==> config.mk <==
export PLATFORM = sky130hd
export DESIGN_NAME = imem_loader
export DESIGN_NICKNAME = d
export VERILOG_FILES = /design/src/rtl/imem_loader.sv
export SDC_FILE = /design/constraint.sdc
export NUM_CORES = 1
export LEC_CHECK = 0
export ABC_AREA = 1
export BUFFER_PORTS_ARGS = -buffer_cell sky130_fd_sc_hd__buf_2
export CORE_UTILIZATION = 40
export DETAILED_ROUTE_END_ITERATION = 7
export PLACE_DENSITY = 0.61
export SKIP_LAST_GASP = 1
export SLEW_MARGIN = 20
export SYNTH_ARGS = -nofsm -noshare
export SYNTH_HDL_FRONTEND = slang
export SYNTH_SLANG_ARGS = --single-unit
==> constraint.sdc <==
create_clock -name clk -period 3.18 [get_ports clk]
set_input_delay 0.318 -clock clk [delete_from_list [all_inputs] [get_ports clk]]
set_output_delay 0.318 -clock clk [all_outputs]
set_load 0.02 [all_outputs]
==> src/rtl/imem_loader.sv <==
// -----------------------------------------------------------------------------
// imem_loader
//
// Boot-time loader for the single-cycle MIPS instruction memory. It takes a
// byte stream over a valid/ready handshake, assembles big-endian 32-bit words
// and drives the instruction memory's synchronous write port. The CPU is held
// in reset (cpu_hold) until the programmed number of words has been written.
//
// Stream format:  header byte, then N*4 data bytes (MSB first per word),
//                 then one XOR checksum byte when the checksum is enabled.
//                 N = header[ADDR_W-1:0] + 1; upper header bits are ignored.
//
// Compile-time option:
//   IMEM_LOADER_CHECKSUM_EN  - when defined, a trailing XOR checksum byte over
//                              all data bytes is consumed and checked; err
//                              flags a mismatch. When undefined, the load ends
//                              right after the last word and err is tied to 0.
//
// Parameters:
//   ADDR_W    word-address width of the instruction memory (<= 8)
//   DEPTH     number of words, must equal 2**ADDR_W
//
// Ports:
//   clk       clock
//   reset     synchronous, active-high reset
//   in_data   stream byte
//   in_valid  in_data is valid
//   in_ready  loader accepts a byte this cycle (HDR, LOAD, CHK)
//   we        instruction-memory write enable, one-cycle pulse
//   waddr     instruction-memory word address
//   wdata     instruction word
//   done      load complete, sticky until reset
//   err       checksum mismatch, sticky until reset
//   cpu_hold  hold the CPU in reset, equals ~done
// -----------------------------------------------------------------------------
module imem_loader #(
  parameter int unsigned ADDR_W = 6,
  parameter int unsigned DEPTH  = 64
) (
  input  logic              clk,
  input  logic              reset,
  input  logic [7:0]        in_data,
  input  logic              in_valid,
  output logic              in_ready,
  output logic              we,
  output logic [ADDR_W-1:0] waddr,
  output logic [31:0]       wdata,
  output logic              done,
  output logic              err,
  output logic              cpu_hold
);

`ifdef IMEM_LOADER_CHECKSUM_EN
  typedef enum logic [2:0] {
    IDLE = 3'd0,
    HDR  = 3'd1,
    LOAD = 3'd2,
    CHK  = 3'd3,
    DONE = 3'd4,
    ERR  = 3'd5
  } state_t;
`else
  typedef enum logic [2:0] {
    IDLE = 3'd0,
    HDR  = 3'd1,
    LOAD = 3'd2,
    DONE = 3'd4,
    ERR  = 3'd5
  } state_t;
`endif

  // Word counters are one bit wider than the address so that N = DEPTH is
  // representable and the final compare never aliases back to zero.
  localparam logic [ADDR_W:0] ONE       = 1;
  localparam logic [ADDR_W:0] MAX_WORDS = (ADDR_W + 1)'(DEPTH);

  state_t            state;
  logic [ADDR_W:0]   word_idx;
  logic [ADDR_W:0]   word_next;
  logic [ADDR_W:0]   n_words;
  logic [1:0]        byte_idx;
  logic [23:0]       shift;
  logic              accept;
  logic              last_word;
`ifdef IMEM_LOADER_CHECKSUM_EN
  logic [7:0]        csum;
`endif

  assign accept    = in_valid && in_ready;
  assign word_next = word_idx + ONE;
  // The MAX_WORDS term is redundant for a well-formed header (n_words never
  // exceeds DEPTH) but guarantees waddr cannot run past DEPTH-1.
  assign last_word = (word_next == n_words) || (word_next == MAX_WORDS);

  always_ff @(posedge clk) begin
    if (reset) begin
      state    <= IDLE;
      word_idx <= '0;
      n_words  <= '0;
      byte_idx <= '0;
      shift    <= '0;
      we       <= 1'b0;
      waddr    <= '0;
      wdata    <= '0;
`ifdef IMEM_LOADER_CHECKSUM_EN
      csum     <= '0;
`endif
    end else begin
      we <= 1'b0;
      case (state)
        IDLE: state <= HDR;

        HDR: begin
          if (accept) begin
            n_words  <= {1'b0, in_data[ADDR_W-1:0]} + ONE;
            word_idx <= '0;
            byte_idx <= '0;
`ifdef IMEM_LOADER_CHECKSUM_EN
            csum     <= '0;
`endif
            state    <= LOAD;
          end
        end

        LOAD: begin
          if (accept) begin
            // shift holds the three earlier bytes of the word, oldest on top.
            shift    <= {shift[15:0], in_data};
            byte_idx <= byte_idx + 2'd1;
`ifdef IMEM_LOADER_CHECKSUM_EN
            csum     <= csum ^ in_data;
`endif
            if (byte_idx == 2'd3) begin
              we       <= 1'b1;
              waddr    <= word_idx[ADDR_W-1:0];
              wdata    <= {shift, in_data};
              word_idx <= word_next;
              if (last_word) begin
`ifdef IMEM_LOADER_CHECKSUM_EN
                state <= CHK;
`else
                state <= DONE;
`endif
              end
            end
          end
        end

`ifdef IMEM_LOADER_CHECKSUM_EN
        CHK: begin
          if (accept) begin
            state <= (in_data == csum) ? DONE : ERR;
          end
        end
`endif

        DONE: state <= DONE;
        ERR:  state <= ERR;
        default: state <= IDLE;
      endcase
    end
  end

  // Status outputs are decoded straight from the state register, so they are
  // glitch-free and change only on the clock edge.
`ifdef IMEM_LOADER_CHECKSUM_EN
  assign in_ready = (state == HDR) || (state == LOAD) || (state == CHK);
  assign err      = (state == ERR);
`else
  assign in_ready = (state == HDR) || (state == LOAD);
  assign err      = 1'b0;
`endif
  assign done     = (state == DONE);
  assign cpu_hold = ~done;

endmodule
==> results of run 1 <==
[synthesized netlist by cell type, drive strengths merged]
library cell / count / area, um^2
conb: 1 / 3.75
a21oi: 42 / 210
xor2: 2 / 17.5
nand4: 1 / 6.26
dfxtp: 82 / 1640
a211oi: 6 / 45.0
buf: 7 / 56.3
nand3: 29 / 145
ha: 3 / 37.5
o21ai: 69 / 375
nor2: 62 / 289
nand2: 46 / 180
clkbuf: 13 / 48.8
inv: 39 / 156
xnor2: 3 / 26.3
a31oi: 2 / 12.5
nor3: 3 / 26.3
and3: 1 / 6.26
nand3b: 2 / 15.0
[state kept, by name, summed over array words and instances, names as in the netlist]
register	cells
n_words	7
waddr	6
we	1
state	3
byte_idx	2
wdata	32
shift	24
word_idx	7
[final timing paths]
kind	end	slack, ns	depth (start not counted)
max	wdata[17]	0.77	10
min	wdata[7]	0.18	3
max reg2reg	wdata[17]	0.77	10
min reg2reg	byte_idx[1]	0.47	2
[metrics by stage]
stage | hold WS (ns) | total power [mW] | setup slack [ns] | instances
2_1_floorplan | 0.396 | 1.63 | 1.61 | 413
3_3_place_gp | 0.455 | 1.75 | 0.877 | 548
3_5_place_dp | 0.461 | 1.76 | 0.787 | 548
4_1_cts | 0.175 | 2.56 | 0.748 | 564
5_1_grt | 0.172 | 2.69 | 0.514 | 564
6_report | 0.183 | 2.54 | 0.768 | 564
[cell type report]
class | count | area [um^2] | area share
sequential | 82 | 1640 | 0.431
multi-input combinational | 272 | 1400 | 0.367
timing repair buffer | 53 | 268 | 0.0704
clock buffer | 13 | 169 | 0.0444
inverter | 39 | 156 | 0.0411
tap | 102 | 128 | 0.0335
clock inverter | 3 | 46.3 | 0.0122
[cells in the final DEF (no fill, tap or decap), drive strengths merged, types with 2 or more instances in the layout]
cell	netlist	routed
ha	3	3
xnor2	3	3
nand3	29	29
nand2	46	46
nand3b	2	2
a21oi	42	42
nor3	3	3
buf	7	53
xor2	2	2
inv	39	39
dfxtp	82	82
clkbuf	13	13
a211oi	6	6
a31oi	2	2
o21ai	69	69
nor2	62	62
[power breakdown]
| part | switching, mW | internal, mW | total [mW] |
|---|---|---|---|
| combinational | 0.364 | 0.160 | 0.523 |
| clock | 0.374 | 0.429 | 0.803 |
| sequential | 0.0718 | 1.14 | 1.21 |
| total | 0.810 | 1.73 | 2.54 |
[tightest hold or removal path: stages]
cell     delay (ns)
buf_2          0.10
nand2_1        0.05
nand2_1        0.04
[per-layer routing]
metal / global-route usage / vias to the layer above / wire [um]
li1: - / 1451 / -
met2: 0.300 / 50 / 3470
met4: 0.0590 / 0 / 116
met3: 0.0599 / 11 / 305
met1: 0.231 / 1264 / 3540
met5: 0 / - / 0
[cells by family after synthesis]
logic type / count (synthesis) / synth area share
DFF: 82 / 0.498
buffers and inverters: 59 / 0.0793
adders and majority gates: 3 / 0.0114
xor gates and xnor gates: 5 / 0.0133
and+or+nand+nor: 144 / 0.203
other: 1 / 0.00114
AOI/OAI and AO/OA: 119 / 0.195
==> results_dict.tcl, run 1 <==
set metrics [dict create \
    outcome "finished, final reports clean" \
    ios 54 \
    drive_gt1_frac 0.188 \
    clk_pin_slew_ns 0.08 \
    cts_resized 0 \
    rsz0062_at_grt "false" \
    layout_min_cycle_time_ns 2.41 \
    core_area_um2 7850 \
    numPortBuffers 52 \
    antenna_found_initial 0 \
    crit_buf_inv 5 \
    start_util 0.420 \
    num_rows 32 \
    crit_fanout 37 \
    finalClockSkew_ns 0.00821 \
    wire_per_inst_um 13.2 \
    cts_buffer_depth 2 \
    grt_first_pass_wirelength_um 12400 \
    clock_tree.root_cell "clkbuf_8" \
    die-area_um2 8620 \
    maxSlewHeadroom 0.543 \
    worstSkewPairLatency_ns 0.35 \
    cts_tree "built" \
    fmax_mhz 415 \
    startpoint "state[1]" \
    cp.required_ns 3.47 \
    grt_start_max_net_pins 56 \
    critPathKind "reg -> reg" \
    vias 2776 \
    antenna_cells 0 \
    antenna_left 0 \
    slowest_stage "nor2_8" \
    utilization 0.485 \
    min_period_over_period 0.759 \
    area_growth_pct 15.3 \
    hold_buffers 0 \
    crit_family "simple AND/OR/NAND/NOR gates" \
    critPathMaxStageDelay_ns 0.39 \
    via_per_inst 4.92 \
    detailed_place_hpwl_um 5100 \
    grt_use_total 0.185 \
    place_area_um2 3590 \
    syn_area_um2 3300 \
    power.density_nw_per_um2 668 \
    hold_path_startpoint "in_data[7]" \
    cts_buffers 9 \
    die-height_um 92.8 \
    p_leak_nw 1.75 \
    grt_pass1_vias 2577 \
    avgSynthCellArea_um2 7.99 \
    grt_overflow 0 \
    tightestPinTransition_ns 0.683 \
    nFillCells 796 \
    first_pass_iters 4 \
    final_area_um2 3800 \
    synth.distinct_cells 29 \
    critical_path.endpoint_type "flop" \
    syn_inst 413 \
    die_x_um 92.8 \
    r2r_start "state[1]" \
    drc 0 \
    synth_fp_nets 427 \
    drv_slew 0 \
    synth-seq-cells 82 \
    yosysSeqAreaShare 0.498 \
    ir_drop_uv 356 \
    path_cells "inv_2, nor3_4, inv_4, nor2_8, inv_4, nor2_8, inv_4, nor2_8, inv_4, o21ai_2" \
    ys_warn_count 0 \
    clock-sinks 82 \
    nets 471 \
    cap_violations 0 \
    drt_iter0_drc 128 \
    cts_setup_buffers 0 \
    hold_path_class "in -> reg" \
    finalSetupViolations 0 \
    routed_wirelength_um 7430 \
    htreeDepth 3 \
    hold_viol 0 \
    fin_tns_setup_ns 0 \
    worstPathArrival_ns 2.71 \
    path_common_cell "inv_4" \
    gp_congestion 0.789 \
    startpoint_type "flop" \
]
(Power assumes the default switching activity.)
==> run 2: changes to the inputs <==
ABC_AREA = 0   (was 1)
PLACE_DENSITY = 0.63   (was 0.61)
clock period = 2.1 ns   (was 3.18 ns; I/O delays follow)
==> results_dict.tcl, run 2 <==
set metrics [dict create \
    outcome "finished, final reports clean" \
    synth-seq-cells 82 \
    synth_fp_nets 427 \
    yosysTopAreaCellShare 0.498 \
    synth_commonest_cells "nand2_1 (129), dfxtp_1 (82), a21oi_1 (75)" \
    first_pass_iters 4 \
    numPortBuffers 52 \
    maxSlewHeadroom 0.572 \
    synth_async_sr_flop_share 0 \
    grt_overflow 0 \
    grt_pass1_vias 2581 \
    cts_tree "built" \
    hold_viol 0 \
    crit_fanout 7 \
    detailed_place_hpwl_um 4860 \
    vias 2846 \
    clk_pin_slew_ns 0.09 \
    synthTopCellsByArea "dfxtp_1 (50%), nand2_1 (15%), a21oi_1 (11%)" \
    final_common_cell "nand2_1" \
    drive_gt1_frac 0.176 \
    avgSynthCellArea_um2 7.98 \
    p_leak_nw 1.48 \
    start_util 0.420 \
    yosys.area.top_type "dfxtp_1" \
    cts_resized 0 \
    ios 54 \
    drv_slew 0 \
    regArea_um2 1640 \
    top_register "wdata" \
    nFillCells 854 \
    die_x_um 92.8 \
    nets 468 \
    critPathKind "reg -> reg" \
    hold_path_class "in -> reg" \
    htreeDepth 3 \
    ir_drop_uv 366 \
    power_mw 3.24 \
    finalClockSkew_ns 0.00970 \
    wire_per_inst_um 12.9 \
    antenna_left 0 \
    cts_buffer_depth 2 \
    via_per_inst 5.07 \
    synth-edff-count 0 \
    largest_reg_flops 32 \
    num_rows 32 \
    multi_input_area_um2 1490 \
    syn_area_um2 3290 \
    antenna_cells 0 \
    tightestPinTransition_ns 0.641 \
    final_cell_mix "nand2_1 (129), dfxtp_1 (82), a21oi_1 (75)" \
    fmax_mhz 556 \
    synth.distinct_cells 40 \
    worstPathArrival_ns 2.05 \
    layout_min_cycle_time_ns 1.80 \
    ys.flop_type "dfxtp_1" \
    min_period_over_period 0.856 \
    routed_wirelength_um 7250 \
    worstSkewPairLatency_ns 0.35 \
    hold_buffers 0 \
    cts_setup_buffers 0 \
    yosysSeqAreaShare 0.498 \
    cap_violations 0 \
    area_growth_pct 16.3 \
    clock_tree.root_cell "clkbuf_8" \
    die-area_um2 8600 \
    ys_warn_count 0 \
    rsz0062_at_grt "false" \
    drc 0 \
    grt_start_max_net_pins 37 \
    startpoint_type "flop" \
    die-height_um 92.8 \
    reg_top3 "wdata: 32 flops, shift: 24 flops" \
    syn_inst 413 \
    cts_buffers 9 \
    critical_path.endpoint_type "flop" \
    gp_congestion 0.803 \
    yosysMostFrequentCell "nand2_1" \
    power.density_nw_per_um2 845 \
    grt_use_total 0.181 \
    clock-sinks 82 \
    cp.required_ns 2.35 \
    finalSetupViolations 0 \
    antenna_found_initial 0 \
    drt_iter0_drc 122 \
    fin_tns_setup_ns 0 \
    core_area_um2 7850 \
    grt_first_pass_wirelength_um 12400 \
]
-- run 2: cell types whose count changed after synthesis, sizes merged, moves of 4 or more --
cell   change
and2       +5
buf        +9
or3        +4
xnor2      +7
nand2     +84
a21oi     +34
inv       -37
nand3     -25
o21ai     -61
nor2      -43
or2        +4
-- run 2: area by class of cell --
| type | count | share of cell area |
|---|---|---|
| sequential | 82 | 0.428 |
| inverter | 2 | 0.00196 |
| clock buffer | 11 | 0.0395 |
| tap | 102 | 0.0333 |
| clock inverter | 5 | 0.0225 |
| multi-input combinational | 299 | 0.388 |
| timing repair buffer | 60 | 0.0868 |
-- run 2: power breakdown --
part	leakage, nW	internal (mW)	switching, mW
Sequential	0.662	1.59	0.0348
Clock	0.120	0.741	0.580
Combinational	0.694	0.107	0.183
-- run 2: kinds of logic (layout without fill, tap and decap cells) --
logic type | count (synthesis) | in the layout | synth area share
XOR/XNOR | 13 | 13 | 0.0346
adder cells (fa/ha/maj) | 3 | 3 | 0.0114
AO/OA/AOI/OAI | 97 | 97 | 0.161
buffers and inverters | 32 | 78 | 0.0509
multiplexers | 1 | 1 | 0.00304
other | 1 | 1 | 0.00114
flip-flops | 82 | 82 | 0.498
AND/OR/NAND/NOR | 184 | 184 | 0.240
-- run 2: final timing paths --
path	to	cells past startpoint	startpoint	slack [ns]
max	state[1]	6	word_idx[0]	0.30
min	shift[6]	3	in_data[6]	0.11
max reg2reg	state[1]	6	word_idx[0]	0.30
min reg2reg	waddr[1]	2	waddr[1]	0.45
-- run 2: worst max-delay path, cell delays in order, from the launching register on --
cell and delay (ns):
dfxtp_1 0.45, ha_1 0.30, and3_1 0.23, nand3_1 0.14
xnor2_1 0.20, o2111ai_1 0.16, a31o_2 0.23
-- run 2: per-layer routing --
metal  up-vias  wire [um]  track usage
met1      1336       3670        0.252
met4         0        113       0.0769
met2        55       3210        0.275
met3        11        252       0.0304
li1       1444          -            -
met5         -          0            0
-- run 2: through the flow --
stage	hold slack [ns]	instances	utilization	setup slack, ns	area, um^2
after floorplan	0.306	413	-	0.540	3290
after global placement	0.440	545	0.458	0.445	3590
after detailed placement	0.445	545	0.458	0.354	3590
after CTS	0.0959	561	0.488	0.339	3830
after global routing	0.114	561	0.488	0.180	3830
final	0.109	561	0.488	0.302	3830
==> run 3: changes to the inputs <==
CORE_UTILIZATION = 50   (was 40)
PLACE_DENSITY = 0.76   (was 0.63)
==> results_dict.tcl, run 3 (synthesis results as in run 2) <==
set metrics [dict create \
    critical_path.endpoint_type "flop" \
    num_rows 29 \
    routed_wirelength_um 7110 \
    path_cells "ha_1, and3_1, nand3_1, xnor2_1, o2111ai_1, a31o_2" \
    finalSetupViolations 0 \
    dp_slack_ns 0.362 \
    hold_viol 0 \
    core_area_um2 6350 \
    clock-sinks 82 \
    cts_resized 0 \
    area_growth_pct 14.2 \
    critPathKind "reg -> reg" \
    drc 0 \
    finalClockSkew_ns 0.00609 \
    grt_pass1_vias 2528 \
    die-height_um 83.2 \
    grt_use_total 0.218 \
    ios 54 \
    antenna_left 0 \
    cp.required_ns 2.34 \
    detailed_place_hpwl_um 4760 \
    htreeDepth 3 \
    cap_violations 0 \
    antenna_found_initial 0 \
    cts_setup_buffers 0 \
    cts_tree "built" \
    power.density_nw_per_um2 818 \
    reg_top3 "wdata: 32 flops, shift: 24 flops" \
    clk_pin_slew_ns 0.08 \
    worstSkewPairLatency_ns 0.35 \
    hold_path_class "in -> reg" \
    final_common_cell "nand2_1" \
    crit_buf_inv 0 \
    start_util 0.519 \
    fmax_mhz 568 \
    layout_min_cycle_time_ns 1.76 \
    gp_congestion 0.868 \
    fin_tns_setup_ns 0 \
    drive_gt1_frac 0.176 \
    critPathMaxStageDelay_ns 0.44 \
    top_register "wdata" \
    worstPathArrival_ns 2.01 \
    wire_per_inst_um 13.3 \
    first_pass_iters 4 \
    grt_first_pass_wirelength_um 12200 \
    largest_reg_flops 32 \
    clock_tree.root_cell "clkbuf_8" \
    cts_buffer_depth 2 \
    finalWorstSetupSlack_ns 0.339 \
    rsz0062_at_grt "false" \
    hold_buffers 0 \
    final_cell_mix "nand2_1 (129), dfxtp_1 (82), a21oi_1 (75)" \
    ir_drop_uv 617 \
    crit_fanout 7 \
    crit_family "flip-flops" \
    die-area_um2 6920 \
    startpoint_type "flop" \
    die_x_um 83.2 \
    vias 2811 \
    antenna_cells 0 \
    outcome "finished, final reports clean" \
    cts_buffers 9 \
    slowest_stage "dfxtp_1" \
    drv_slew 0 \
    numPortBuffers 52 \
    grt_overflow 0 \
    min_period_over_period 0.839 \
    via_per_inst 5.24 \
    nets 468 \
    p_leak_nw 1.46 \
    grt_start_max_net_pins 49 \
    drt_iter0_drc 182 \
]
run 3: cell types whose count changed in the layout (fill, tap and decap cells not counted), sizes merged:
cell	change
inv	+2
bufinv	-1
clkbuf	-1
run 3: power breakdown:
| part | internal, mW | switching (mW) | leakage, nW |
|---|---|---|---|
| logic | 0.104 | 0.183 | 0.692 |
| registers | 1.59 | 0.0382 | 0.662 |
| clock network | 0.585 | 0.578 | 0.107 |
run 3: area by class of cell:
type | instances | area, um^2
Sequential cell | 82 | 1640
Multi-Input combinational cell | 299 | 1490
Fill cell | 561 | 2590
Timing Repair Buffer | 60 | 333
Inverter | 2 | 7.51
Clock buffer | 10 | 138
Clock inverter | 6 | 62.6
Tap cell | 77 | 96.3
run 3: routing by layer:
layer / share of wire / track usage / up-vias
met2: 0.46 / 0.335 / 77
met4: 0.021 / 0.105 / 0
li1: - / - / 1445
met3: 0.049 / 0.0398 / 12
met5: 0 / 0 / -
met1: 0.47 / 0.295 / 1277
run 3: path summary, 6_finish.rpt:
path / start / end / slack (ns) / cells after the start
worst max-delay path: word_idx[0] / state[1] / 0.34 / 6
worst min-delay path: in_data[7] / shift[7] / 0.11 / 3
worst max register to register: word_idx[0] / state[1] / 0.34 / 6
worst min register to register: wdata[10] / wdata[10] / 0.45 / 2
run 3: stage by stage:
| step | cells | hold slack [ns] | total power, mW | instance area [um^2] | utilization |
|---|---|---|---|---|---|
| 6_report | 536 | 0.108 | 3.08 | 3760 | 0.593 |
| 5_1_grt | 536 | 0.0938 | 3.21 | 3760 | 0.593 |
| 4_1_cts | 536 | 0.0949 | 3.10 | 3760 | 0.593 |
| 3_5_place_dp | 520 | 0.444 | 1.95 | 3560 | 0.561 |
| 3_3_place_gp | 520 | 0.439 | 1.94 | 3560 | 0.561 |
| 2_1_floorplan | 413 | 0.306 | 1.87 | 3290 | - |
run 3: worst register-to-register path, stage by stage, from the launching register on:
cell       delay [ns]
dfxtp_1          0.44
ha_1             0.28
and3_1           0.23
nand3_1          0.13
xnor2_1          0.20
o2111ai_1        0.15
a31o_2           0.23
